File: src/rtl/seq_pattern_gen.sv
// rtl/seq_pattern_gen.sv - serial MSB-first pattern transmitter with repetition count and stop
// Define SEQGEN_GAP_EN to insert GAP_LEN idle bits between consecutive repetitions.
module seq_pattern_gen #(
  parameter int PAT_W   = 3,
  parameter int CNT_W   = 4,
  parameter int GAP_LEN = 2
) (
  input  logic             clk,
  input  logic             rst,
  input  logic             start,
  input  logic [PAT_W-1:0] pat,
  input  logic [CNT_W-1:0] reps,
  input  logic             stop,
  output logic             out,
  output logic             valid,
  output logic             busy,
  output logic             frame_end,
  output logic             done
);

  localparam int IDX_W = $clog2(PAT_W);
  localparam logic [IDX_W-1:0] IDX_MSB = IDX_W'(PAT_W - 1);

  if (PAT_W < 2 || CNT_W < 1 || GAP_LEN < 1) begin : g_bad_param
    $error("seq_pattern_gen: invalid parameter values");
  end

  typedef enum logic [1:0] {
    ST_IDLE,
    ST_SEND,
`ifdef SEQGEN_GAP_EN
    ST_GAP,
`endif
    ST_DONE
  } state_t;

  state_t           state_q;
  logic [PAT_W-1:0] pat_q;
  logic [CNT_W-1:0] cnt_q;
  logic [IDX_W-1:0] idx_q;
  logic             inf_q;
  logic             stop_q;
  logic             out_q;
  logic             valid_q;
  logic             busy_q;
  logic             frame_end_q;
  logic             done_q;

`ifdef SEQGEN_GAP_EN
  localparam int GAP_W = (GAP_LEN > 1) ? $clog2(GAP_LEN) : 1;
  localparam logic [GAP_W-1:0] GAP_LAST = GAP_W'(GAP_LEN - 1);
  logic [GAP_W-1:0] gap_q;
`endif

  // A stop arriving in the same cycle as a repetition boundary still counts.
  logic stop_d;
  logic last_rep_d;
  assign stop_d     = stop_q | stop;
  assign last_rep_d = stop_d | (!inf_q && (cnt_q == CNT_W'(1)));

  always_ff @(posedge clk or negedge rst) begin
    if (!rst) begin
      state_q     <= ST_IDLE;
      pat_q       <= '0;
      cnt_q       <= '0;
      idx_q       <= '0;
      inf_q       <= 1'b0;
      stop_q      <= 1'b0;
      out_q       <= 1'b0;
      valid_q     <= 1'b0;
      busy_q      <= 1'b0;
      frame_end_q <= 1'b0;
      done_q      <= 1'b0;
`ifdef SEQGEN_GAP_EN
      gap_q       <= '0;
`endif
    end else begin
      case (state_q)
        ST_IDLE: begin
          stop_q <= 1'b0;
          done_q <= 1'b0;
          if (start) begin
            state_q     <= ST_SEND;
            pat_q       <= pat;
            cnt_q       <= reps;
            inf_q       <= (reps == '0);
            idx_q       <= IDX_MSB;
            out_q       <= pat[PAT_W-1];
            valid_q     <= 1'b1;
            busy_q      <= 1'b1;
            frame_end_q <= 1'b0;
          end
        end
        ST_SEND: begin
          stop_q <= stop_d;
          // idx_q is the index of the bit currently on out.
          if (idx_q != '0) begin
            idx_q       <= idx_q - 1'b1;
            out_q       <= pat_q[idx_q - 1'b1];
            frame_end_q <= (idx_q == IDX_W'(1));
          end else if (last_rep_d) begin
            state_q     <= ST_DONE;
            out_q       <= 1'b0;
            valid_q     <= 1'b0;
            busy_q      <= 1'b0;
            frame_end_q <= 1'b0;
            done_q      <= 1'b1;
          end else begin
            if (!inf_q) begin
              cnt_q <= cnt_q - 1'b1;
            end
            frame_end_q <= 1'b0;
`ifdef SEQGEN_GAP_EN
            state_q <= ST_GAP;
            gap_q   <= GAP_LAST;
            out_q   <= 1'b0;
            valid_q <= 1'b0;
`else
            idx_q <= IDX_MSB;
            out_q <= pat_q[PAT_W-1];
`endif
          end
        end
`ifdef SEQGEN_GAP_EN
        ST_GAP: begin
          stop_q <= stop_d;
          if (stop_d) begin
            state_q <= ST_DONE;
            busy_q  <= 1'b0;
            done_q  <= 1'b1;
          end else if (gap_q == '0) begin
            state_q <= ST_SEND;
            idx_q   <= IDX_MSB;
            out_q   <= pat_q[PAT_W-1];
            valid_q <= 1'b1;
          end else begin
            gap_q <= gap_q - 1'b1;
          end
        end
`endif
        ST_DONE: begin
          state_q <= ST_IDLE;
          done_q  <= 1'b0;
          stop_q  <= 1'b0;
        end
        default: begin
          state_q     <= ST_IDLE;
          out_q       <= 1'b0;
          valid_q     <= 1'b0;
          busy_q      <= 1'b0;
          frame_end_q <= 1'b0;
          done_q      <= 1'b0;
        end
      endcase
    end
  end

  assign out       = out_q;
  assign valid     = valid_q;
  assign busy      = busy_q;
  assign frame_end = frame_end_q;
  assign done      = done_q;

endmodule

File: config.mk
export PLATFORM = sky130hd
export DESIGN_NAME = seq_pattern_gen
export DESIGN_NICKNAME = d
export VERILOG_FILES = /design/src/rtl/seq_pattern_gen.sv
export SDC_FILE = /design/constraint.sdc
export NUM_CORES = 1
export LEC_CHECK = 0
export BUFFER_PORTS_ARGS = -buffer_cell sky130_fd_sc_hd__clkbuf_2
export CAP_MARGIN = 20
export CORE_UTILIZATION = 40
export DETAILED_ROUTE_END_ITERATION = 10
export HOLD_SLACK_MARGIN = 0.03
export SYNTH_ARGS = -nofsm -noshare
export SYNTH_HDL_FRONTEND = slang
export SYNTH_SLANG_ARGS = --single-unit
export TNS_END_PERCENT = 20
File: constraint.sdc
create_clock -name clk -period 1.6 [get_ports clk]
set_input_delay 0.08 -clock clk [delete_from_list [all_inputs] [get_ports clk]]
set_output_delay 0.08 -clock clk [all_outputs]
set_load 0.01 [all_outputs]
=== Word level (Yosys, flattened, before mapping) ===
Cells that the tools add are included.

* Add/sub/neg operators: 2
* $lt $le $gt $ge: 1
* Equality and inequality tests: 10
* Multiplexer cells: 30
* Bitwise gates (word level): 3
* Reduce and logical (&&, ||, !) cells: 15

{| class="wikitable"
|+ Operator list
! cell !! count
|-
| $mux 4 || 4
|-
| $mux 1 || 12
|-
| $mux 2 || 6
|-
| $ne 2x2->1 const B || 5
|-
| $pmux 1 s3 || 3
|-
| $pmux 2 s2 || 2
|-
| $pmux 4 s2 || 1
|-
| $reduce_and 2->1 || 3
|-
| $reduce_and 3->1 || 2
|-
| $reduce_bool 2->1 || 3
|-
| $reduce_and 5->1 || 1
|-
| $eq 2x1->1 const B || 2
|-
| $eq 4x1->1 const B || 1
|-
| $logic_not 4->1 || 1
|-
| $reduce_and 4->1 || 1
|-
| $sub 4x1->4 const B || 1
|-
| $lt 2x3->1 const B || 1
|-
| $ne 3x3->1 const B || 1
|-
| $bmux 1 s2 || 1
|-
| $eq 2x2->1 const B || 1
|-
| $logic_not 2->1 || 1
|-
| $or 1x1->1 || 2
|-
| $pmux 1 s2 || 1
|-
| $reduce_or 2->1 || 1
|-
| other kinds (4) || 4
|}

* Register bits after elaboration: 17
* Input bits: 11
* Output and inout bits: 5
* Logic and storage cells: 71

=== Depth between registers and ports, before layout ===
Gate-level depths: netlist of run 1.

* Word-level depth: 6
* Gate-level depth with buffers: 6
* Mapped depth without buffers: 6

=== Worst setup path after synthesis of run 1 ===
Ideal clock, no wire load.

* Path kind: register -> register
* Start: reg cnt_q[1]
* End: reg idx_q[0]
* Setup time: 0.125 ns
* Arrival time: 1.557 ns
* Data required time: 1.475 ns
* Slack: -0.082 ns
* Cell stages (with the launch flop): 6
* Buffers on the path: 0
* Clock period less this slack: 1.682 ns
* Cell sequence: dfrtp_1 > inv_1 > ha_1 > or4b_4 > a31oi_4 > mux2_4

* Longest elaborated chain between the ends: 5

{| class="wikitable"
|+ RTL lines
! item !! line !! RTL
|-
| start: declaration || 39 || <nowiki>logic [CNT_W-1:0] cnt_q;</nowiki>
|-
| start signal: assignment || 85 || <nowiki>cnt_q <= reps;</nowiki>
|-
| start signal: assignment || 110 || <nowiki>cnt_q <= cnt_q - 1'b1;</nowiki>
|-
| $eq 4x1->1 || 59 || <nowiki>assign last_rep_d = stop_d | (!inf_q && (cnt_q == CNT_W'(1)));</nowiki>
|-
| $logic_and 1x1->1 || 59 ||
|-
| $or 1x1->1 || 59 ||
|-
| $ne 3x3->1 (no line) || -- ||
|-
| $reduce_and 3->1 (no line) || -- ||
|-
| end signal: assignment || 98 || <nowiki>idx_q <= idx_q - 1'b1;</nowiki>
|-
| end: declaration || 40 || <nowiki>logic [IDX_W-1:0] idx_q;</nowiki>
|}

Every way passes these cells.
A chain may end at the register's enable or synchronous reset.

=== Worst setup path after layout of run 1 ===
Ends and elaborated chain as after synthesis.

==> impl_summary.txt, run 1 <==
----------------------------------------------------
[GRT]
  Most heavily used metal layer in global routing ... met2
  Sum of overflow across all layers after global routing ... 0
  M2 GR Usage ... a little over a quarter
  Met1 capacity usage during global routing ... between 20% and 30%
  Via count of the first global-routing pass ... between 700 and 800
  Met3 demand-to-capacity share in global routing ... under 10%
  Total routing resource utilization after global routing ... 17.6%
  Number of antenna violations at the first check in global routing ... 0
  Pin count of the biggest net entering global routing ... 18
  Global-route wire length before repair ... around 3300 um

[Die]
  I/O pin total ... 16
  Effective utilization at floorplan ... between 40% and 50%
  Placement Rows ... 17
  DIE HEIGHT ... 50.6 um
  Width of the die ... 50.6 um
  Die Footprint ... around 2600 um^2
  Total core area ... between 2000 and 2500 um^2

[Clock tree]
  Clock root buffer master ... clkbuf_4
  Deepest level of the CTS H-tree ... 1
  CTS clock-pin slew for the worst setup and hold paths ... around 0.10 ns
  CTS sink cnt ... 17
  Insertion delay of the later-clocked pin in the worst-skew pair ... ~0.29 ns
  Largest buffer count on any clock path ... 2
  Number of clock buffers inserted by TritonCTS ... 3
  Clock tree from TritonCTS ... yes

[Min path]
  Worst hold path class ... input port to flip-flop

[Outcome]
  Result of the run ... finished, violations left
  Failing checks ... negative setup slack

[Logic synthesis]
  Most instantiated flip-flop cell in the synthesis netlist ... dfrtp_1
  Average size of a mapped cell ... between 10 and 15 um^2
  Post-synthesis cell type count ... 36
  Number of enable-type register cells in the synthesized netlist ... 0
  Summed instance area of the synthesized netlist ... 945 um^2
  Synth area leaders ... dfrtp_1 (45%), ha_1 (6.6%), mux2_1 (4.8%)
  Post-synth top area share ... ~45%
  Number of warning messages in the yosys log ... 0
  Instance count of the mapped netlist ... 85
  Post-synthesis sequential area ratio ... 45.0%
  Total of flip-flops plus latches after synthesis ... 17
  Net Count, Synth ... just over 100
  Share of flip-flops with an asynchronous set or reset after synthesis ... 100%
  Leading area contributor after synthesis ... dfrtp_1

[Finish]
  Most frequent cells in the layout ... dfrtp_1 (17), clkbuf_2 (15), buf_4 (11)
  Final Instance Count excl. Fillers ... around 140
  Count of nets after finishing ... between 100 and 150
  Share of the core filled with cells ... a little over half
  Post-synthesis to final-layout area growth ... 26.8%
  Proportion of layout cells with a drive suffix above 1 ... between 30% and 40%
  Most common cell after layout, fill and taps aside ... dfrtp_1
  Antenna Diode Count ... 0

[Worst setup path]
  Critical Path Sink Type ... flip-flop
  Launching element of the worst setup path ... cnt_q[1]
  Critical Path, Cell by Cell ... inv_2, ha_1, or4b_4, a31oi_4, mux2_4
  Kind of critical path ... flip-flop to flip-flop
  Library cell contributing the largest single delay on the critical path ... or4b_4
  Buf+Inv Stages, Crit Path ... 1
  Slowest stage delay, CP ... 0.50 ns
  Nature of the critical path startpoint ... flip-flop
  Data arrival time at the worst-slack endpoint ... approximately 1.9 ns
  Depth of the worst register-to-register path ... 5
  Capturing element of the worst setup path ... idx_q[0]
  Required time reported for the critical path endpoint ... about 1.8 ns
  Logic depth of the worst path, buffers included ... 5
  Reg2Reg Launch Point ... cnt_q[1]
  Worst-path fanout max ... 3
  Worst reg2reg endpoint ... idx_q[0]
  Top cell family by delay on the critical path ... simple AND/OR/NAND/NOR gates
  Flop2flop setup slack ... -0.06 ns

[Place]
  Number of port buffers ... 15
  Placed Cells ... between 100 and 150
  Placer congestion estimate ... 0.824
  HPWL after detailed placement ... about 1400 um

[STA]
  Max-slew violation count ... 0
  Final Hold Slack ... 0.0651 ns
  Slew margin rel. ... 71.6%
  Ratio of final minimum period to clock period ... 104%
  Final min period ... around 1.7 ns
  Peak Freq ... between 600 and 700 MHz
  Hold Vio Cnt, Final ... 0
  Clock Skews ... approximately 0.0086 ns
  RSZ-0062 raised after global routing ... yes
  Actual transition at the worst max-transition pin ... 0.424 ns
  Setup-failing EPs final ... 4
  PnR worst setup slack ... -0.0566 ns

[Power]
  Cell Int Power ... between 1000 and 1500 uW
  Fraction of power consumed by the clock network ... between 10% and 20%
  Proportion of power drawn by combinational gates ... roughly 55%
  Share of total power consumed by net switching ... ~40%
  Power Density ... a little under 2000 nW/um^2
  Sequential fraction of design power ... between 30% and 40%
  Net Switching ... approximately 940 uW
  Worst ir drop on vdd ... around 0.00095 V
  Static leakage ... around 0.00056 uW

[Routing]
  Post-DR vias/cell ... 5.15
  Total DRC errors in the routed layout ... 0
  1st-pass router iterations ... 4
  Antenna violation net count after detailed routing ... 0
  Wire length reported by the detailed router ... roughly 1900 um
  Wirelength per Cell ... 13.4 um
  Total vias in the final route ... around 740
  Detailed router's first-iteration violation count ... 15

[Run]
  Maximum Capacitance Violations ... 0

----------------------------------------------------
## cell type report
| type | instances | area, um^2 |
|---|---|---|
| flip-flops and latches | 17 | 425 |
| fillers | 211 | 1010 |
| clock buffers | 4 | 26.3 |
| multi-input cells | 59 | 490 |
| inverters | 6 | 22.5 |
| well taps | 28 | 35.0 |
| repair buffers | 30 | 198 |
## per-stage QoR
stage / worst slack, ns / total power [uW] / TNS [ns] / instance area, um^2
CTS: -0.0718 / 2320 / -0.209 / 1180
detailed placement: -0.0704 / 2070 / -0.253 / 1110
global placement: -0.0565 / 2040 / -0.141 / 1110
finish: -0.0566 / 2340 / -0.134 / 1200
global route: -0.129 / 2540 / -0.759 / 1200
floorplan: -0.0818 / 1650 / -0.0948 / 945
## flip-flops by register name, summed over array words and instances, names as in the netlist
signal     flops
idx_q          2
cnt_q          4
pat_q          3
inf_q          1
stop_q         1
state_q        2
frame_end      1
busy           1
done           1
out            1
## cell usage after synthesis, types with 3 or more instances
library cell and number:
mux2_1 4, nor2_1 5, ha_1 5, nand3_1 3, dfrtp_1 17, inv_1 6
o21ai_1 4, a21oi_1 5, nand2b_1 4
## cell families (layout without fill, tap and decap cells)
| kind of cell | Yosys count | count (layout) | share of synthesized area (%) |
|---|---|---|---|
| flip-flops | 17 | 17 | 45.0 |
| adder cells (fa/ha/maj) | 5 | 5 | 6.62 |
| AND/OR/NAND/NOR | 27 | 27 | 19.2 |
| multiplexers | 5 | 5 | 6.36 |
| buffers and inverters | 9 | 40 | 4.11 |
| AO/OA/AOI/OAI | 22 | 22 | 18.7 |
## worst min-delay path by stage
stage	startpoint	endpoint	cells after the start	slack, ns
5_1_grt	reps[0]	cnt_q[0]	3	0.07
6_report	reps[0]	cnt_q[0]	3	0.07
4_1_cts	reps[0]	cnt_q[0]	3	0.05
2_1_floorplan	rst	busy	0	-0.22
3_5_place_dp	rst	out	1	0.05
3_3_place_gp	rst	out	1	0.04
## power groups by stage
| stage | logic [uW] | clock network [uW] | registers (uW) |
|---|---|---|---|
| detailed placement | 1250 | 0 | 817 |
| global placement | 1230 | 0 | 808 |
| finish | 1300 | 233 | 810 |
| global route | 1430 | 270 | 845 |
| floorplan | 874 | 0 | 773 |
| CTS | 1270 | 249 | 807 |
## worst reg2reg max path, delay by kind of cell, from the launching register on
kind / cells / cell delay, ns
DFF: 1 / 0.39
AOI/OAI and AO/OA: 1 / 0.19
adders and majority gates: 1 / 0.12
muxes: 1 / 0.31
and+or+nand+nor: 1 / 0.50
buffers and inverters: 1 / 0.06
## what timing repair did
action	4_1_cts	5_1_grt
resized for setup	1	2
endpoints found under the hold margin	20	0
pin swaps	4	1
buffers inserted	0	1
hold buffers	4	0
setup endpoints to repair	8	11
## metal layers
metal  part of all wire [%]  up-vias
met2                     45       16
li1                       -      366
met1                     51      358
met5                      0        -
met4                   0.83        0
met3                    3.7        2
Power figures use the tool's default switching activity.
==> run 2: changes to the inputs <==
SKIP_LAST_GASP = 1   (was default)
==> impl_summary.txt, run 2 (synthesis gave the netlist of run 1 again) <==
----------------------------------------------------
[Power]
  Sequential fraction of design power ... approximately 35%
  Worst ir drop on vdd ... about 0.00092 V
  Cell Int Power ... ~1400 uW
  Proportion of power drawn by combinational gates ... ~55%
  Fraction of power consumed by the clock network ... about a tenth
  Power Density ... 1960 nW/um^2
  Static leakage ... roughly 0.00056 uW
  Net Switching ... around 950 uW
  Share of total power consumed by net switching ... approximately two fifths

[STA]
  RSZ-0062 raised after global routing ... yes
  PnR worst setup slack ... -0.0659 ns
  Peak Freq ... around 600 MHz
  Final min period ... roughly 1.7 ns
  Ratio of final minimum period to clock period ... 104%
  Clock Skews ... ~0.011 ns
  Max-slew violation count ... 0
  Slew margin rel. ... 71.3%
  Hold Vio Cnt, Final ... 0
  Actual transition at the worst max-transition pin ... 0.429 ns
  Setup-failing EPs final ... 7

[Place]
  Number of port buffers ... 15
  HPWL after detailed placement ... about 1400 um
  Placed Cells ... roughly 140
  Cell area after placement ... around 1100 um^2
  Placer congestion estimate ... a little over 0.8

[GRT]
  Pin count of the biggest net entering global routing ... 18
  Sum of overflow across all layers after global routing ... 0
  Total routing resource utilization after global routing ... 17.6%
  Via count of the first global-routing pass ... 719
  Number of antenna violations at the first check in global routing ... 0
  Global-route wire length before repair ... 3290 um

[Die]
  Total core area ... 2210 um^2
  I/O pin total ... 16
  Placement Rows ... 17
  Die Footprint ... between 2000 and 3000 um^2
  Effective utilization at floorplan ... 42.7%
  Width of the die ... 50.6 um
  DIE HEIGHT ... 50.6 um

[Finish]
  Count of nets after finishing ... between 100 and 150
  Total of fill cells in the finished design ... around 210
  Design area ... ~1200 um^2
  Post-synthesis to final-layout area growth ... 26.5%
  Proportion of layout cells with a drive suffix above 1 ... 35.3%
  Most common cell after layout, fill and taps aside ... dfrtp_1
  Number of flip-flops under the largest register name ... 4
  Registers with the highest flip-flop counts ... cnt_q x4, pat_q x3
  Antenna Diode Count ... 0
  Final Instance Count excl. Fillers ... between 100 and 150
  Largest register by flop count ... cnt_q
  Most frequent cells in the layout ... dfrtp_1 (17), clkbuf_2 (15), buf_4 (11)

[Routing]
  Total vias in the final route ... about 750
  Antenna violation net count after detailed routing ... 0
  Post-DR vias/cell ... around 5.2
  Wirelength per Cell ... approximately 14 um
  Total DRC errors in the routed layout ... 0
  Wire length reported by the detailed router ... 1960 um
  1st-pass router iterations ... 4
  Detailed router's first-iteration violation count ... 14

[Outcome]
  Result of the run ... finished, violations left
  Failing checks ... negative setup slack

[Clock tree]
  CTS clock-pin slew for the worst setup and hold paths ... 0.11 ns
  CTS sink cnt ... 17
  Number of clock buffers inserted by TritonCTS ... 3
  Deepest level of the CTS H-tree ... 1
  Insertion delay of the later-clocked pin in the worst-skew pair ... 0.30 ns
  Clock root buffer master ... clkbuf_4
  Largest buffer count on any clock path ... 2
  Clock tree from TritonCTS ... yes

[Worst setup path]
  Critical Path, Cell by Cell ... inv_2, ha_1, or4b_4, a31o_4, a21oi_2, a21oi_1
  Required time reported for the critical path endpoint ... approximately 1.8 ns
  Buf+Inv Stages, Crit Path ... 1
  Library cell contributing the largest single delay on the critical path ... or4b_4
  Worst-path fanout max ... 8
  Data arrival time at the worst-slack endpoint ... around 1.9 ns
  Nature of the critical path startpoint ... flip-flop
  Top cell family by delay on the critical path ... simple AND/OR/NAND/NOR gates
  Kind of critical path ... flip-flop to flip-flop
  Critical Path Sink Type ... flip-flop
  Slowest stage delay, CP ... approximately 0.50 ns

[Run]
  Maximum Capacitance Violations ... 0

[Min path]
  Worst hold path class ... input port to flip-flop

----------------------------------------------------
-- run 2: changes by cell type in the layout (fill, tap and decap cells not counted) --
cell and change:
a21oi_1 -1, nor4bb_2 -1, nor4bb_1 +1, a21oi_2 +1
-- run 2: layout make-up --
type / count / area [um^2] / share of cell area [%]
timing repair buffer: 30 / 198 / 16.5
clock buffer: 4 / 26.3 / 2.20
multi-input combinational: 59 / 488 / 40.8
sequential: 17 / 425 / 35.6
tap: 28 / 35.0 / 2.93
inverter: 6 / 22.5 / 1.88
-- run 2: metal layers --
metal	vias up	track usage (%)	routed length, um	share of wire (%)
li1	365	-	-	-
met1	365	24.4	993	51
met2	22	26.0	871	44
met3	2	5.45	80	4.1
met4	0	5.56	16	0.82
met5	-	0	0	0
-- run 2: stage by stage --
step	hold slack, ns	TNS (ns)	worst slack [ns]	total power, uW	utilization [%]
5_1_grt	0.0618	-0.957	-0.161	2550	54.0
3_3_place_gp	0.0382	-0.141	-0.0565	2040	50.3
3_5_place_dp	0.0459	-0.253	-0.0704	2070	50.3
6_report	0.0525	-0.309	-0.0659	2350	54.0
2_1_floorplan	-0.216	-0.0948	-0.0818	1650	-
4_1_cts	0.0430	-0.382	-0.0852	2330	53.3
-- run 2: worst paths after layout --
kind / cells after the start / slack, ns / start / to
min in group asynchronous: 2 / 0.24 / rst / pat_q[2]
setup reg to reg: 6 / -0.07 / cnt_q[1] / cnt_q[2]
setup / recovery: 6 / -0.07 / cnt_q[1] / cnt_q[2]
max in group asynchronous: 2 / 1.05 / rst / cnt_q[0]
hold reg to reg: 1 / 0.49 / pat_q[1] / pat_q[1]
hold / removal: 3 / 0.05 / reps[0] / cnt_q[0]
-- run 2: worst register-to-register path, delay by kind of cell, from the launching register on --
kind,cells,cell delay (ns)
buffers and inverters,1,0.06
adders and majority gates,1,0.12
and+or+nand+nor,1,0.50
AOI/OAI and AO/OA,3,0.50
DFF,1,0.39
-- run 2: timing repair --
| item | in CTS | in global routing |
|---|---|---|
| pin swaps | 0 | 2 |
| resized for setup | 0 | 3 |
| endpoints found under the setup margin | 8 | 11 |
| hold buffers | 4 | 0 |
| endpoints found under the hold margin | 20 | 0 |
| setup buffers | 0 | 1 |
-- run 2: power by group through the flow --
stage	logic, uW	registers, uW	clock network, uW
after floorplan	874	773	0
after global placement	1230	808	0
after detailed placement	1250	817	0
after CTS	1270	805	249
after global routing	1440	844	270
final	1300	809	237
